File: config.mk
export PLATFORM = sky130hd
export DESIGN_NAME = mp_add_sequencer_flat
export DESIGN_NICKNAME = d
export VERILOG_FILES = /design/src/rtl/mp_add_sequencer_if.sv /design/src/rtl/mp_add_sequencer.sv /design/src/flat_wrapper.sv
export SDC_FILE = /design/constraint.sdc
export NUM_CORES = 1
export LEC_CHECK = 0
export ABC_AREA = 1
export BUFFER_PORTS_ARGS = -buffer_cell sky130_fd_sc_hd__buf_2
export CORE_ASPECT_RATIO = 1.25
export CORE_MARGIN = 2
export CORE_UTILIZATION = 40
export CTS_BUF_LIST = sky130_fd_sc_hd__clkbuf_8
export DETAILED_ROUTE_END_ITERATION = 12
export PLACE_DENSITY = 0.73
export SETUP_SLACK_MARGIN = 0.05
export SYNTH_ARGS = -nofsm -noshare
export SYNTH_HDL_FRONTEND = slang
export SYNTH_SLANG_ARGS = --single-unit
File: constraint.sdc
create_clock -name clk -period 13.36 [get_ports clk]
set_input_delay 1.336 -clock clk [delete_from_list [all_inputs] [get_ports clk]]
set_output_delay 1.336 -clock clk [all_outputs]
set_load 0.005 [all_outputs]
File: src/rtl/mp_add_sequencer_if.sv
// Operand/result handshake bundle for the multi-precision add/subtract sequencer.
// master: requester + consumer side; slave: the sequencer itself.
interface mp_add_sequencer_if #(
    parameter int unsigned WORDS = 4
);
    localparam int unsigned W = 16 * WORDS;

    logic         in_valid;
    logic         in_ready;
    logic [W-1:0] in_a;
    logic [W-1:0] in_b;
    logic         in_cin;
    logic         in_sub;
    logic         out_valid;
    logic         out_ready;
    logic [W-1:0] out_sum;
    logic         out_cout;
    logic         out_ovf;
    logic         busy;

    modport master (
        output in_valid, in_a, in_b, in_cin, in_sub, out_ready,
        input  in_ready, out_valid, out_sum, out_cout, out_ovf, busy
    );

    modport slave (
        input  in_valid, in_a, in_b, in_cin, in_sub, out_ready,
        output in_ready, out_valid, out_sum, out_cout, out_ovf, busy
    );
endinterface

File: src/rtl/mp_add_sequencer.sv
// Multi-precision add/subtract engine: one 16-bit word adder reused over WORDS
// cycles, least-significant word first, with a registered carry between beats.
module mp_add_sequencer #(
    parameter int unsigned WORDS = 4
) (
    input logic               clk,
    input logic               rst,
    mp_add_sequencer_if.slave bus
);
    localparam int unsigned W    = 16 * WORDS;
    localparam int unsigned IdxW = $clog2(WORDS);

    typedef enum logic [1:0] {StIdle, StRun, StDone} state_e;

    state_e          state_q, state_d;
    logic [W-1:0]    a_q, a_d;
    logic [W-1:0]    b_q, b_d;      // Beff: B already inverted for subtract
    logic [W-1:0]    sum_q, sum_d;
    logic            carry_q, carry_d;
    logic            cout_q, cout_d;
    logic            ovf_q, ovf_d;
    logic [IdxW-1:0] idx_q, idx_d;

    logic [15:0]     word_a, word_b, word_sum;
    logic            word_cout;
    logic            last_beat;

    // Shared 16-bit word adder fed by the current word slice and the carry register.
    // The subtract flag needs no register of its own: it is folded into Beff and the carry.
    always_comb begin
        word_a                 = a_q[16*idx_q +: 16];
        word_b                 = b_q[16*idx_q +: 16];
        {word_cout, word_sum}  = {1'b0, word_a} + {1'b0, word_b} + {16'd0, carry_q};
        last_beat              = (idx_q == IdxW'(WORDS - 1));
    end

    // Next-state logic: accept in IDLE, one word per RUN cycle, hold result in DONE.
    always_comb begin
        state_d = state_q;
        a_d     = a_q;
        b_d     = b_q;
        sum_d   = sum_q;
        carry_d = carry_q;
        cout_d  = cout_q;
        ovf_d   = ovf_q;
        idx_d   = idx_q;
        unique case (state_q)
            StIdle: begin
                if (bus.in_valid) begin
                    a_d     = bus.in_a;
                    b_d     = bus.in_sub ? ~bus.in_b : bus.in_b;
                    carry_d = bus.in_sub | bus.in_cin;
                    idx_d   = '0;
                    state_d = StRun;
                end
            end
            StRun: begin
                sum_d[16*idx_q +: 16] = word_sum;
                carry_d               = word_cout;
                idx_d                 = idx_q + 1'b1;
                if (last_beat) begin
                    cout_d  = word_cout;
                    // Operands agree in sign but the result does not.
                    ovf_d   = (a_q[W-1] == b_q[W-1]) && (word_sum[15] != a_q[W-1]);
                    idx_d   = '0;
                    state_d = StDone;
                end
            end
            StDone: begin
                if (bus.out_ready) begin
                    state_d = StIdle;
                end
            end
            default: state_d = StIdle;
        endcase
    end

    // Handshake and status outputs decode straight from the state register.
    always_comb begin
        bus.in_ready  = (state_q == StIdle);
        bus.out_valid = (state_q == StDone);
        bus.busy      = (state_q != StIdle);
        bus.out_sum   = sum_q;
        bus.out_cout  = cout_q;
        bus.out_ovf   = ovf_q;
    end

    // State and datapath registers; reset aborts any operation in flight.
    always_ff @(posedge clk or posedge rst) begin
        if (rst) begin
            state_q <= StIdle;
            a_q     <= '0;
            b_q     <= '0;
            sum_q   <= '0;
            carry_q <= 1'b0;
            cout_q  <= 1'b0;
            ovf_q   <= 1'b0;
            idx_q   <= '0;
        end else begin
            state_q <= state_d;
            a_q     <= a_d;
            b_q     <= b_d;
            sum_q   <= sum_d;
            carry_q <= carry_d;
            cout_q  <= cout_d;
            ovf_q   <= ovf_d;
            idx_q   <= idx_d;
        end
    end
endmodule
File: src/flat_wrapper.sv
// flat-port wrapper written by rule: the top's interface ports become plain ports
module mp_add_sequencer_flat 
#(
    parameter int unsigned WORDS = 4
)
  (clk, rst, bus_in_valid, bus_in_a, bus_in_b, bus_in_cin, bus_in_sub, bus_out_ready, bus_in_ready, bus_out_valid, bus_out_sum, bus_out_cout, bus_out_ovf, bus_busy);
  mp_add_sequencer_if #(.WORDS(WORDS)) bus_i ();
  input logic clk;
  input logic rst;
  input wire logic [$bits(bus_i.in_valid)-1:0] bus_in_valid;
  input wire logic [$bits(bus_i.in_a)-1:0] bus_in_a;
  input wire logic [$bits(bus_i.in_b)-1:0] bus_in_b;
  input wire logic [$bits(bus_i.in_cin)-1:0] bus_in_cin;
  input wire logic [$bits(bus_i.in_sub)-1:0] bus_in_sub;
  input wire logic [$bits(bus_i.out_ready)-1:0] bus_out_ready;
  output wire logic [$bits(bus_i.in_ready)-1:0] bus_in_ready;
  output wire logic [$bits(bus_i.out_valid)-1:0] bus_out_valid;
  output wire logic [$bits(bus_i.out_sum)-1:0] bus_out_sum;
  output wire logic [$bits(bus_i.out_cout)-1:0] bus_out_cout;
  output wire logic [$bits(bus_i.out_ovf)-1:0] bus_out_ovf;
  output wire logic [$bits(bus_i.busy)-1:0] bus_busy;
  assign bus_i.in_valid = bus_in_valid;
  assign bus_i.in_a = bus_in_a;
  assign bus_i.in_b = bus_in_b;
  assign bus_i.in_cin = bus_in_cin;
  assign bus_i.in_sub = bus_in_sub;
  assign bus_i.out_ready = bus_out_ready;
  assign bus_in_ready = bus_i.in_ready;
  assign bus_out_valid = bus_i.out_valid;
  assign bus_out_sum = bus_i.out_sum;
  assign bus_out_cout = bus_i.out_cout;
  assign bus_out_ovf = bus_i.out_ovf;
  assign bus_busy = bus_i.busy;
  mp_add_sequencer #(.WORDS(WORDS)) u_core (.clk(clk), .rst(rst), .bus(bus_i));
endmodule
==> results of run 1 <==
## synthesized netlist by cell type (7+ instances only)
cell,instances,area (um2)
ha_1,21,263
a21oi_1,13,65.1
nor2_1,85,319
dfrtp_1,199,4980
nand2_1,464,1740
buf_4,9,67.6
buf_2,27,135
inv_1,57,214
nand3_1,22,110
xnor2_1,68,596
clkbuf_1,28,105
o22ai_1,30,188
a22o_1,7,61.3
o21ai_0,145,726
nand4_1,17,106
## flip-flops by register name (all words and copies together) (netlist names)
name	cells
u_core.a_q	64
u_core.b_q	64
u_core.bus.out_sum	64
u_core.idx_q	2
u_core.state_q	2
u_core.bus.out_cout	1
u_core.bus.out_ovf	1
u_core.carry_q	1
## metrics by stage
step / cell area, um2 / worst slack (ps) / utilization (%)
detailed placement: 11100 / 9290 / 45.4
finish: 11500 / 9220 / 47.1
global placement: 11100 / 9390 / 45.4
global route: 11500 / 8760 / 47.1
floorplan: 9960 / 6600 / -
CTS: 11500 / 9260 / 47.1
## critical path, delay by kind of cell (launching register included)
| kind | cells | cell delay (ps) |
|---|---|---|
| xor gates and xnor gates | 1 | 190 |
| adders and majority gates | 2 | 630 |
| DFF | 1 | 930 |
| buffers and inverters | 4 | 1040 |
| and+or+nand+nor | 8 | 820 |
| AOI/OAI and AO/OA | 2 | 360 |
## layout make-up
cell class                      count  area [um2]
Fill cell                        2498       13000
Sequential cell                   199        4980
Multi-Input combinational cell    900        4440
Timing Repair Buffer              208        1060
Tap cell                          330         413
Clock buffer                       18         248
Inverter                           60         235
Clock inverter                     14         161
## where the power goes
group / total [mW] / switching [mW] / internal [mW]
sequential: 1.03 / 0.171 / 0.861
clock: 0.410 / 0.233 / 0.177
combinational: 1.84 / 1.23 / 0.610
total: 3.28 / 1.64 / 1.65
## how the worst min path moves through the flow
stage	startpoint	to	slack, ps	depth (start not counted)
final	u_core.a_q[40]$_DFFE_PP0P_	u_core.a_q[40]$_DFFE_PP0P_	480	2
after CTS	u_core.a_q[40]$_DFFE_PP0P_	u_core.a_q[40]$_DFFE_PP0P_	490	2
after global routing	u_core.a_q[48]$_DFFE_PP0P_	u_core.a_q[48]$_DFFE_PP0P_	500	2
after global placement	u_core.a_q[40]$_DFFE_PP0P_	u_core.a_q[40]$_DFFE_PP0P_	460	2
after detailed placement	u_core.a_q[28]$_DFFE_PP0P_	u_core.a_q[28]$_DFFE_PP0P_	460	2
after floorplan	u_core.a_q[32]$_DFFE_PP0P_	u_core.a_q[32]$_DFFE_PP0P_	440	2
## cell families (layout without fill, tap and decap cells)
group / after synthesis / count (layout) / share of synthesized area, %
DFF: 199 / 199 / 50.0
buffers and inverters: 129 / 300 / 5.56
AOI/OAI and AO/OA: 203 / 203 / 11.1
xor gates and xnor gates: 71 / 71 / 6.24
adders and majority gates: 23 / 23 / 3.04
and+or+nand+nor: 603 / 603 / 24.1
## layer usage
| layer | vias to the layer above | share of wire (%) | global-route usage (%) |
|---|---|---|---|
| li1 | 4240 | - | - |
| met1 | 4052 | 43 | 26.3 |
| met2 | 250 | 50 | 36.2 |
| met3 | 41 | 4.6 | 3.70 |
| met4 | 0 | 2.8 | 7.69 |
| met5 | - | 0 | 0 |
==> reports/metrics.csv, run 1 <==
metric,value,unit
outcome,"complete, no violations",
Syn Nets,1385,
Final Hold Vio Count,0,
drt via density,4.96,
worst reg-to-reg path cell count,17,
Cell Rows,64,
initial antenna violation count,0,
post-CTS repair timing setup buffer count,0,
total CTS buffers,17,
Worst-path clk slew,110,ps
IO buf count,202,
unrepaired setup endpoints after global routing,no,
most frequent cells in the layout,"463 x nand2_1, 201 x buf_2, 198 x dfrtp_1",
maxcap violations,0,
Worst R2R Setup Slack,9220,ps
area growth from synthesis to layout,15.8,%
library cells used by synthesis,33,
CP Data Arrival Time,4550,ps
num ports,203,
Ant. Diodes,0,
Hold WC Path Type,reg -> reg,
Critical Path Start,u_core.idx_q[0]$_DFFE_PP0P_,
Initial Utilization,40.7,%
Pwr Density,285,mW/mm2
CP required,13780,ps
critical-path maximum fanout,67,
asr flop ratio synth,100,%
CTS root buffer,clkbuf_8,
Worst setup SP type,flop,
routed via count,8583,
total power,3.28,mW
sequential fraction of the synthesis area,50.0,%
Critical Setup Path Class,reg -> reg,
fmax,242,MHz
Worst Setup End Kind,flop,
chip width,145,um
CP cell instances,buf_4 -> inv_2 -> buf_4 -> o21ai_0 -> o22ai_1 -> fa_1 -> inv_1 -> fa_1 -> nand3b_1 -> nand2_1 -> nand2_1 -> nand2_1 -> xor2_1 -> nand2_1 -> nor2_1 -> nand2_1 -> nand2_1,
DIE AREA,0.0262,mm2
Synthesis Warnings,0,
final cell count without fillers,1729,
Clock Tree Buf Depth,2,
Die Ht,180,um
Mapped Area,0.00996,mm2
"commonest non-fill, non-tap cell in the layout",nand2_1,
Post-CTS Resized,0,
DRC viols,0,
latest clock arrival within the worst-skew pair,480,ps
Worst path max stage delay,930,ps
drt initial violations,604,
reg2reg start,u_core.idx_q[0]$_DFFE_PP0P_,
Post-Route WL,26700,um
worst-margin pin slew,995,ps
CTS tree,yes,
Hold Slack,483,ps
share of layout cells above drive strength 1,18.4,%
Core ar.,0.0245,mm2
peak supply drop,194,uV
Final TNS setup,0,ps
Slew Limit Fails,0,
Mean Syn Cell Area,8.11,um2
Post-layout nets,1543,
# hold bufs at CTS,0,
synthesis-stage register bit count,199,
minimum clock period after layout,4140,ps
synthesized instance count,1228,
top_reg_cell synth,dfrtp_1,
r2r endpoint,u_core.bus.out_sum[22]$_DFFE_PP0P_,
most frequent CP cell,nand2_1,
routed length per instance,15.5,um
DRT antenna net count,0,
setup-violating endpoint count in the final report,0,
period utilisation layout,31.0,%
Max Clock Skew,13.4,ps
largest net degree at the start of global routing,121,
gp weighted congestion,0.896,
gr ovfl total,0,
H-Tree Depth,4,
Leakage Power,6.11,nW
Slew HR,33.7,%
placed insts,1697,
vias in the first global route,8469,
post-DP HPWL,19200,um
CP max stage cell,dfrtp_2,
Clock Sinks,199,
Post-synth EDFFs,0,
worst setup path endpoint,u_core.bus.out_sum[22]$_DFFE_PP0P_,
DR pass1 iterations,5,
first-pass GRT wire length,43500,um
Global Route Usage Sum,20.9,%
(Power assumes the default switching activity.)
==> inputs of run 2 (changes only) <==
==> constraint.sdc (replaced) <==
create_clock -name clk -period 3.9 [get_ports clk]
set_input_delay 0.39 -clock clk [delete_from_list [all_inputs] [get_ports clk]]
set_output_delay 0.39 -clock clk [all_outputs]
set_load 0.005 [all_outputs]
==> run 2 against run 1 <==
- non-clock buffer count grew 8
- wire length grew 2.8%
- worst hold slack lost 400 ps
- sequential power grew to 3.4 times the previous value
- total power grew to 3.4 times the previous value
- critical path depth shrank 2
==> reports/metrics.csv, run 2 (synthesis gave the netlist of run 1 again) <==
metric,value,unit,change
DRT antenna net count,0,,unchanged
DIE AREA,0.0262,mm2,unchanged
Slew Limit Fails,0,,unchanged
critical-path maximum fanout,32,,was 67
num ports,203,,unchanged
period utilisation layout,78.1,%,was 31.0%
most frequent cells in the layout,"463 x nand2_1, 201 x buf_2, 198 x dfrtp_1",,unchanged
post-CTS repair timing setup buffer count,0,,unchanged
Worst R2R Setup Slack,850,ps,was 9220 ps
latest clock arrival within the worst-skew pair,490,ps,was 480 ps
gr ovfl total,0,,unchanged
# fillers,2435,,"was 2,498"
Final TNS setup,0,ps,unchanged
DR pass1 iterations,5,,unchanged
"commonest non-fill, non-tap cell in the layout",nand2_1,,unchanged
Global Route Usage Sum,21.5,%,was 20.9%
first-pass GRT wire length,44600,um,"was 43,500 um"
initial antenna violation count,0,,unchanged
peak supply drop,502,uV,was 194 uV
Ant. Diodes,0,,unchanged
area growth from synthesis to layout,16.8,%,was 15.8%
minimum clock period after layout,3050,ps,was 4140 ps
CP Data Arrival Time,3470,ps,was 4550 ps
CTS tree,yes,,unchanged
Core ar.,0.0245,mm2,unchanged
unrepaired setup endpoints after global routing,no,,unchanged
post-DP HPWL,20400,um,"was 19,200 um"
Final Hold Vio Count,0,,unchanged
placed instance area,0.0112,mm2,was 0.0111 mm2
Cell Rows,64,,unchanged
routed length per instance,15.8,um,was 15.5 um
Hold WC Path Type,in -> reg,,was reg -> reg
Post-CTS Resized,0,,unchanged
total power,11.3,mW,was 3.28 mW
worst-margin pin slew,970,ps,was 995 ps
share of layout cells above drive strength 1,18.9,%,was 18.4%
Worst setup SP type,flop,,unchanged
gp weighted congestion,0.867,,was 0.896
IO buf count,202,,unchanged
vias in the first global route,8519,,"was 8,469"
total CTS buffers,17,,unchanged
outcome,"complete, no violations",,unchanged
CTS root buffer,clkbuf_8,,unchanged
Worst-path clk slew,110,ps,about the same
flip-flop and latch area,0.00498,mm2,unchanged
Die Ht,180,um,unchanged
DRC viols,0,,unchanged
CP required,4320,ps,"was 13,780 ps"
Clock Sinks,199,,unchanged
drt via density,4.99,,was 4.96
Leakage Power,6.15,nW,was 6.11 nW
Slew HR,35.3,%,was 33.7%
final instance area,0.0116,mm2,was 0.0115 mm2
# hold bufs at CTS,0,,unchanged
Pwr Density,971,mW/mm2,was 285 mW/mm2
multi-input gate area in the final layout,0.00444,mm2,unchanged
chip width,145,um,unchanged
maxcap violations,0,,unchanged
H-Tree Depth,4,,unchanged
Post-Route WL,27500,um,"was 26,700 um"
Post-layout nets,1551,,"was 1,543"
largest net degree at the start of global routing,194,,was 121
routed via count,8668,,"was 8,583"
fmax,328,MHz,was 242 MHz
Clock Tree Buf Depth,2,,unchanged
Worst Setup End Kind,flop,,unchanged
Initial Utilization,40.7,%,unchanged
Critical Setup Path Class,reg -> reg,,unchanged
drt initial violations,503,,was 604
setup-violating endpoint count in the final report,0,,unchanged
Max Clock Skew,13.6,ps,was 13.4 ps
==> run 2: changes by cell type in the layout (fill, tap and decap cells not counted), sizes merged <==
cell / delta
clkbuf: -1
bufinv: -2
clkinv: +3
inv: -1
clkinvlp: +1
buf: +8
==> run 2: report_power, final <==
group,internal [mW],total [mW],switching (mW)
clock network,0.491,1.33,0.840
logic,2.13,6.42,4.30
registers,2.95,3.54,0.590
total,5.57,11.3,5.73
==> run 2: per-layer routing <==
metal,track usage [%],routed length (um)
met1,26.9,11200
met2,37.9,14100
met3,3.19,1260
met4,8.04,872
met5,0,0
==> run 2: area by class of cell <==
type	instances	area share, %
clock buffer	17	2.01
inverter	60	1.99
tap	330	3.55
timing repair buffer	216	9.94
multi-input combinational	900	38.1
clock inverter	15	1.55
sequential	199	42.8
==> run 2: per-stage QoR <==
stage,hold slack [ps],worst slack [ps],util (%),instances
6_report,84.4,855,47.5,1737
3_5_place_dp,461,933,45.8,1705
5_1_grt,73.2,453,47.5,1737
2_1_floorplan,444,936,-,1228
4_1_cts,63.7,895,47.5,1737
3_3_place_gp,458,1020,45.8,1705
==> run 2: worst paths after layout <==
check                                                    from                                 end  cells past startpoint
setup / recovery                  u_core.idx_q[0]$_DFFE_PP0P_  u_core.bus.out_sum[22]$_DFFE_PP0P_                     15
hold reg to reg            u_core.bus.out_sum[57]$_DFFE_PP0P_  u_core.bus.out_sum[57]$_DFFE_PP0P_                      2
max in group asynchronous                                 rst  u_core.bus.out_sum[30]$_DFFE_PP0P_                      3
hold / removal                                    bus_in_a[3]           u_core.a_q[3]$_DFFE_PP0P_                      3
min in group asynchronous                                 rst          u_core.b_q[44]$_DFFE_PP0P_                      2
setup reg to reg                  u_core.idx_q[0]$_DFFE_PP0P_  u_core.bus.out_sum[22]$_DFFE_PP0P_                     15
==> run 2: worst max-delay path, cell delays in order (launching register included) <==
cell and delay [ps]:
dfrtp_2 430, inv_2 350, o21ai_0 130, o22ai_1 210, fa_1 240, inv_1 60, fa_1 400, nand3b_1 180
nand2_1 150, nand2_1 70, nand2_1 120, xor2_1 250, nand2_1 100, nor2_1 130, nand2_1 70, nand2_1 80
